File: src/rtl/minibyte_regfile.sv
// ---------------------------------------------------------------------------
// minibyte_regfile
//
// Register file for the MiniByte CPU datapath: one write port, two
// independent registered read ports (A/B), write-first same-cycle bypass and
// a hardware clear sweep that zeroes every entry while busy_out is high.
// The read data buses are always driven.
//
// Optional feature macro: MINIBYTE_REGFILE_PARITY_EN
//   When defined, each entry carries an even-parity bit, pinj_in inverts the
//   stored parity bit on a write, and par_err_out flags a parity failure on
//   either read port (registered alongside rdata_*).
//
// Parameters:
//   DATA_W        entry width in bits (>= 1)
//   ADDR_W        address width; DEPTH = 2**ADDR_W
//
// Ports:
//   clk_in        clock, rising edge
//   rst_in        asynchronous active-low reset
//   en_in         block enable, gates reads and writes
//   we_in         write request (qualified by en_in)
//   waddr_in      write address
//   wdata_in      write data
//   raddr_a_in    read port A address
//   raddr_b_in    read port B address
//   clr_in        start clear sweep (sampled in IDLE)
//   pinj_in       parity-inject hook (parity build only)
//   rdata_a_out   registered read data, port A
//   rdata_b_out   registered read data, port B
//   rvalid_out    one-cycle pulse when rdata_* were updated
//   busy_out      clear sweep in progress
//   par_err_out   parity error on last read (parity build only)
//
// State table:
//   state    | meaning
//   ---------+-----------------------------------------------------------
//   ST_IDLE  | normal operation, reads/writes accepted when en_in=1
//   ST_CLEAR | sweeping entry[idx] to zero, one entry per edge; ops dropped
// ---------------------------------------------------------------------------
module minibyte_regfile #(
    parameter int DATA_W = 8,
    parameter int ADDR_W = 3
) (
    input  logic              clk_in,
    input  logic              rst_in,
    input  logic              en_in,
    input  logic              we_in,
    input  logic [ADDR_W-1:0] waddr_in,
    input  logic [DATA_W-1:0] wdata_in,
    input  logic [ADDR_W-1:0] raddr_a_in,
    input  logic [ADDR_W-1:0] raddr_b_in,
    input  logic              clr_in,
`ifdef MINIBYTE_REGFILE_PARITY_EN
    input  logic              pinj_in,
    output logic              par_err_out,
`endif
    output logic [DATA_W-1:0] rdata_a_out,
    output logic [DATA_W-1:0] rdata_b_out,
    output logic              rvalid_out,
    output logic              busy_out
);

    localparam int DEPTH = 1 << ADDR_W;
    localparam logic [ADDR_W-1:0] LAST_IDX = ADDR_W'(DEPTH - 1);

`ifdef MINIBYTE_REGFILE_PARITY_EN
    localparam int MEM_W = DATA_W + 1;
`else
    localparam int MEM_W = DATA_W;
`endif

    typedef enum logic {
        ST_IDLE  = 1'b0,
        ST_CLEAR = 1'b1
    } state_t;

    state_t            state;
    logic [ADDR_W-1:0] idx;
    logic [MEM_W-1:0]  mem [DEPTH];

    logic              rd_en;
    logic              wr_en;
    logic              byp_a;
    logic              byp_b;
    logic [MEM_W-1:0]  wr_word;
    logic [MEM_W-1:0]  mem_a;
    logic [MEM_W-1:0]  mem_b;

    // A clear request in the same cycle as a write wins, so the write (and
    // therefore its bypass) is suppressed; the read still completes.
    assign rd_en = (state == ST_IDLE) && en_in;
    assign wr_en = rd_en && we_in && !clr_in;
    assign byp_a = wr_en && (raddr_a_in == waddr_in);
    assign byp_b = wr_en && (raddr_b_in == waddr_in);
    assign mem_a = mem[raddr_a_in];
    assign mem_b = mem[raddr_b_in];

`ifdef MINIBYTE_REGFILE_PARITY_EN
    // Stored word is {parity, data}; an intact entry has even overall parity.
    assign wr_word = {(^wdata_in) ^ pinj_in, wdata_in};
`else
    assign wr_word = wdata_in;
`endif

    // Storage: sweep has priority over writes (writes are blocked in CLEAR
    // anyway via rd_en).
    always_ff @(posedge clk_in or negedge rst_in) begin
        if (!rst_in) begin
            for (int i = 0; i < DEPTH; i++) begin
                mem[i] <= '0;
            end
        end else if (state == ST_CLEAR) begin
            mem[idx] <= '0;
        end else if (wr_en) begin
            mem[waddr_in] <= wr_word;
        end
    end

    // Control FSM with registered read outputs.
    always_ff @(posedge clk_in or negedge rst_in) begin
        if (!rst_in) begin
            state       <= ST_IDLE;
            idx         <= '0;
            rdata_a_out <= '0;
            rdata_b_out <= '0;
            rvalid_out  <= 1'b0;
            busy_out    <= 1'b0;
`ifdef MINIBYTE_REGFILE_PARITY_EN
            par_err_out <= 1'b0;
`endif
        end else begin
            case (state)
                ST_IDLE: begin
                    rvalid_out <= en_in;
                    if (en_in) begin
                        rdata_a_out <= byp_a ? wdata_in : mem_a[DATA_W-1:0];
                        rdata_b_out <= byp_b ? wdata_in : mem_b[DATA_W-1:0];
                    end
`ifdef MINIBYTE_REGFILE_PARITY_EN
                    // Bypassed data never went through storage, so it cannot
                    // carry a parity fault.
                    par_err_out <= en_in &&
                                   ((!byp_a && (^mem_a)) || (!byp_b && (^mem_b)));
`endif
                    if (clr_in) begin
                        state    <= ST_CLEAR;
                        busy_out <= 1'b1;
                        idx      <= '0;
                    end
                end
                ST_CLEAR: begin
                    rvalid_out <= 1'b0;
`ifdef MINIBYTE_REGFILE_PARITY_EN
                    par_err_out <= 1'b0;
`endif
                    // Natural overflow returns idx to 0 on the exit edge.
                    idx <= idx + 1'b1;
                    if (idx == LAST_IDX) begin
                        state    <= ST_IDLE;
                        busy_out <= 1'b0;
                    end
                end
                default: begin
                    state    <= ST_IDLE;
                    busy_out <= 1'b0;
                end
            endcase
        end
    end

endmodule

File: config.mk
export PLATFORM = sky130hd
export DESIGN_NAME = minibyte_regfile
export DESIGN_NICKNAME = d
export VERILOG_FILES = /design/src/rtl/minibyte_regfile.sv
export SDC_FILE = /design/constraint.sdc
export NUM_CORES = 1
export LEC_CHECK = 0
export ABC_AREA = 1
export BUFFER_PORTS_ARGS = -buffer_cell sky130_fd_sc_hd__buf_2
export CAP_MARGIN = 20
export CORE_ASPECT_RATIO = 1.5
export CORE_MARGIN = 4
export CORE_UTILIZATION = 49
export DETAILED_ROUTE_END_ITERATION = 16
export PLACE_DENSITY = 0.7
export SYNTH_ARGS = -nofsm -noshare
export SYNTH_HDL_FRONTEND = slang
export SYNTH_SLANG_ARGS = --single-unit
File: constraint.sdc
create_clock -name clk_in -period 2.9 [get_ports clk_in]
set_input_delay 0.58 -clock clk_in [delete_from_list [all_inputs] [get_ports clk_in]]
set_output_delay 0.58 -clock clk_in [all_outputs]
set_load 0.02 [all_outputs]
Word-level counts from Yosys, hierarchy flattened
Cells that the tools add are included.
{ "word_totals": {"ff_bits": 86, "inputBits": 22, "out_inout_bits": 18, "wordCells": 68} }
{ "classes": {"n_addsub": 1, "n_lt_le_gt_ge": 6, "eq_ne": 5, "muxes": 24, "n_bitwise": 7, "reduce_logical": 11} }
{ "op_table": {"columns": ["cell", "n"], "rows": [
  ["64-bit 2-to-1 mux", 2],
  ["64-bit AND", 1],
  ["64-bit bitwise mux", 1],
  ["8-bit 2-to-1 mux", 8],
  ["64-bit NOT", 1],
  ["8-bit binary-select mux with 3-bit select", 2],
  ["8-bit demux with 3-bit select", 2],
  ["4-bit greater-or-equal comparator (second input constant)", 4],
  ["3-bit NOT with 4-bit output", 4],
  ["4-bit by 1-bit < comparator with 1-bit output (second input constant)", 2],
  ["1-bit logical AND", 7],
  ["3-bit == test", 2],
  ["1-bit one-hot mux with 2 select lines", 3],
  ["3-bit one-hot mux with 2 select lines", 1],
  ["1-bit 2-to-1 mux", 4],
  ["2-bit AND reduction", 2],
  ["3-bit by 1-bit adder with 3-bit output (second input constant)", 1],
  ["3-bit == test (second input constant)", 1],
  ["3-bit 2-to-1 mux", 1],
  ["2-bit by 1-bit != test with 1-bit output (second input constant)", 1],
  ["2-bit != test (second input constant)", 1],
  ["2-bit nonzero test", 1],
  ["1-bit logical NOT", 1],
  ["1-bit NOT", 1]
]} }

Depth between registers and ports, before layout
{ "depth": {"word_depth": 8, "depth_mapped": 9, "depth_no_buf": 8} }

Worst setup path before layout
Ideal clock, no wire load.
{ "synth_path": {"path_type": "input port to flip-flop", "from": "input port raddr_a_in[1]", "to": "register rdata_a_out[2]", "setup_ns": 0.118, "arrival_time_ns": 1.400, "t_required_ns": 2.782, "setup_slack_ns": 1.382, "stages": 7, "n_path_buf": 2, "path_cell_list": "buf_2 > buf_1 > nand3_1 > nand3_1 > nand2_1 > nor2_1 > o21ai_2"} }
{ "synth_via": {"elab_chain_cells": 5, "elab_cells_between_ends": 7, "cone_classes": "eq/ne: 1; mux: 4; bitwise: 1; reduce/logical: 1"} }
{ "synth_lines": {"columns": ["element", "line_no", "source"], "rows": [
  ["start, declared", "51", "input logic [ADDR_W-1:0] raddr_a_in,"],
  ["3-bit NOT with 4-bit output (not written as such)", "96", "assign mem_a = mem[raddr_a_in];"],
  ["8-bit binary-select mux with 3-bit select", "96", null],
  ["8-bit 2-to-1 mux (not written as such) (2 in series)", "96", null],
  ["8-bit 2-to-1 mux (*)", "137", "rdata_a_out <= byp_a ? wdata_in : mem_a[DATA_W-1:0];"],
  ["end signal, assigned", "137", null],
  ["end, declared", "58", "output logic [DATA_W-1:0] rdata_a_out,"]
]} }
Mark *: on every way between the ends. The rest lies on a longest branch, timed or not. The select of a mux whose other input is x is not followed.
A chain may end at the register's enable or synchronous reset.

Worst setup path in the final report
{ "layout_path": {"from": "register state", "to": "register mem[59] (netlist name)"} }
{ "layout_via": {"elab_chain_cells": 5, "elab_cells_between_ends": 6, "cone_classes": "mux: 1; bitwise: 1; reduce/logical: 4"} }
{ "layout_lines": {"columns": ["element", "line_no", "source"], "rows": [
  ["start, declared", "78", "state_t state;"],
  ["start signal, assigned", "123", "state <= ST_IDLE;"],
  ["start signal, assigned", "147", "state <= ST_CLEAR;"],
  ["start signal, assigned", "160", "state <= ST_IDLE;"],
  ["1-bit NOT (no source line)", null, null],
  ["1-bit logical AND", "92", "assign rd_en = (state == ST_IDLE) && en_in;"],
  ["1-bit logical AND (2 in series)", "93", "assign wr_en = rd_en && we_in && !clr_in;"],
  ["2-bit nonzero test (no source line)", null, null],
  ["end signal, assigned by index", "116", "mem[waddr_in] <= wr_word;"],
  ["end, declared", "80", "logic [MEM_W-1:0] mem [DEPTH];"]
]} }
Several ways; a longest one is shown, not always the timed one.

==> flow_metrics.tcl <==
set metrics [dict create \
    status "finished, final reports clean" \
    synth.most_common_cell "nand2_1" \
    cp_num_buf_inv 1 \
    clkLatencyLatePin_ns 0.35 \
    p_seq_share_pct 39.5 \
    tightest_slew_ns 0.7935 \
    skew_ns 0.009675 \
    clkTransAtPathRegs_ns 0.07 \
    routedWlPerCell_um 20.69 \
    netSwitchingFraction_pct 38.27 \
    core-area_sq_um 9744 \
    endpoint_kind "flip-flop" \
    cts-buffers-inserted 9 \
    syn2layout_area_growth_pct 11.90 \
    start_util_pct 50.69 \
    setup-tns-final_ns 0 \
    post_drt_via_cell_ratio 5.901 \
    dp_slack_ns 0.7214 \
    grt_max_degree 51 \
    nets 756 \
    clockBufferDepth 2 \
    synth_area_leaders "dfrtp_1, nand2_1, nand3_1, inv_1, o21ai_0" \
    grt-ovfl-total 0 \
    antenna_cells 0 \
    antenna_found_initial 0 \
    critPathRequiredTime_ns 3.11 \
    slowest_stage "dfrtp_1" \
    synth_nets 724 \
    yosys_most_used_dff "dfrtp_1" \
    slew_viol_final 0 \
    synth_edf_count 0 \
    grt_use_total_pct 31.07 \
    critPathMaxFanout 11 \
    detail-route-antenna-nets 0 \
    critical_path_class "reg -> reg" \
    netlist.area_leader.share_pct 43.57 \
    synth.cell_area_sq_um 4940 \
    die_y_um 131.0 \
    fp-row-count 44 \
    postCtsSetupBuffers 0 \
    rsz0062_at_grt "no" \
    power.density_nw_per_um2 722.4 \
    max-cap-violations 0 \
    p_comb_share_pct 31.0 \
    grt_pass1_vias 4975 \
    place.port_buffers 39 \
    totalWireLength_mm 17.61 \
    boundaryPins 40 \
    critPathLaunchType "flip-flop" \
    postSynthAreaPerCell_sq_um 7.057 \
    setup_ws_ns 0.7689 \
    drive_gt1_share_pct 12.50 \
    synth-seq-area-share_pct 43.57 \
    rrSetupSlack_ns 0.77 \
    yosysWarnings 0 \
    irDropWorstVdd_mv 0.4577 \
    path_delay_family "simple AND/OR/NAND/NOR gates" \
    grt_first_pass_wirelength_mm 27.53 \
    ys_ff_latch 86 \
    power_leakage_nw 2.806 \
    synth_common_cells "nand2_1, nand3_1, dfrtp_1, inv_1, o21ai_0" \
    clkPwrFrac_pct 29.5 \
    finalCriticalPeriod_ns 2.131 \
    rr_worst_depth 6 \
    fmax_ghz 0.4692 \
    gp_congestion 0.9199 \
    synthDistinctLibCells 23 \
    crit_chain "nor2_8 -> nand2_4 -> inv_4 -> nand3_1 -> nand2_1 -> o22ai_1" \
    power.switching_mw 1.528 \
    dp_hpwl_mm 12.18 \
    clkSinkCount 86 \
    worstReg2RegEnd "mem[59]" \
    ctsResizeCount 0 \
    hold_violations 0 \
    slew_headroom_pct 46.90 \
    cts_root_buffer "clkbuf_16" \
    cp.arrival_ns 2.34 \
    fin_crit_sh_pct 73.49 \
    r2r-start "state" \
    drt_iter0_markers 334 \
    die_x_um 89.98 \
    die-area_sq_um 11780 \
    yosysTopAreaCell "dfrtp_1" \
    htree_levels 3 \
    tritoncts "done" \
    p_int_mw 2.465 \
    num_vias 5022 \
    cp_slowest_stage_delay_ns 0.52 \
    setup_viol_count_final 0 \
    syn_inst 700 \
    hold_class "in -> async" \
    dr.pass1.iters 5 \
    ctsHoldBuffers 0 \
    async_flop_share_pct 100.0 \
    drc 0 \
]
[area by class of cell]
cell class	count	area (sq um)
flip-flops and latches	86	2152
clock buffers	10	239.0
well taps	115	143.9
multi-input cells	491	2281
inverters	93	351.6
fillers	964	4217
clock inverters	5	60.06
repair buffers	51	300.3
[logic make-up after synthesis]
logic type                 count (synthesis)  synth area share [%]
DFF                                       86                 43.57
and+or+nand+nor                          401                 35.54
buffers and inverters                    123                 10.26
AOI/OAI and AO/OA                         88                 10.13
adders and majority gates                  2                0.5065
[through the flow]
step	power [mW]	std cells	util (%)	hold slack, ns	instance area (sq um)
2_1_floorplan	2.362	700	-	0.2844	4940
3_3_place_gp	2.804	836	53.66	0.4646	5229
3_5_place_dp	2.829	836	53.66	0.4677	5229
4_1_cts	3.996	851	56.73	0.2125	5528
5_1_grt	4.200	851	56.73	0.2261	5528
6_report	3.993	851	56.73	0.1997	5528
[worst max-delay path by stage]
stage                       start              to  slack [ns]  cells after the start
finish                      state         mem[59]        0.77                      6
global route                state         mem[56]        0.74                      6
floorplan           raddr_a_in[1]  rdata_a_out[2]        1.38                      7
detailed placement         clr_in         mem[59]        0.72                      7
CTS                         state         mem[59]        0.86                      6
global placement           clr_in         mem[59]        0.71                      7
[flip-flops by register name, summed over array words and instances (netlist names)]
signal	count
mem	64
rdata_a_out	8
rdata_b_out	8
idx	3
busy_out	1
rvalid_out	1
state	1
[cells in the final DEF (no fill, tap or decap), types with 3 or more instances in the layout]
cell type  Yosys  final
o21ai_2        8      8
inv_1         84     84
o22ai_1       24     24
buf_2         16     38
nand3_1      136    136
a21oi_1        9      9
nor2_1        27     27
nand2_1      227    227
inv_2          8      8
buf_4          2     12
nor2_4         3      3
o21ai_0       39     39
dfrtp_1       86     86
o21ai_1        8      8
clkbuf_16      0      9
[worst register-to-register path, stage by stage (launching register included)]
cell and delay, ns:
dfrtp_1 0.52, nor2_8 0.19, nand2_4 0.16, inv_4 0.10, nand3_1 0.40, nand2_1 0.48, o22ai_1 0.15
[power groups by stage]
stage	sequential (mW)	clock [mW]	combinational, mW
after floorplan	1.69	0	0.668
after global placement	1.59	0	1.22
after detailed placement	1.60	0	1.23
after CTS	1.58	1.18	1.23
after global routing	1.61	1.24	1.36
final	1.58	1.18	1.24
[routing by layer]
metal	vias up	GRT usage, %	share of wire, %	routed length [um]
li1	2315	-	-	-
met1	2395	36.36	38	6726
met2	251	53.86	49	8629
met3	61	5.441	7.1	1251
met4	0	18.85	5.7	999
met5	-	0	0	0
Power figures use the tool's default switching activity.
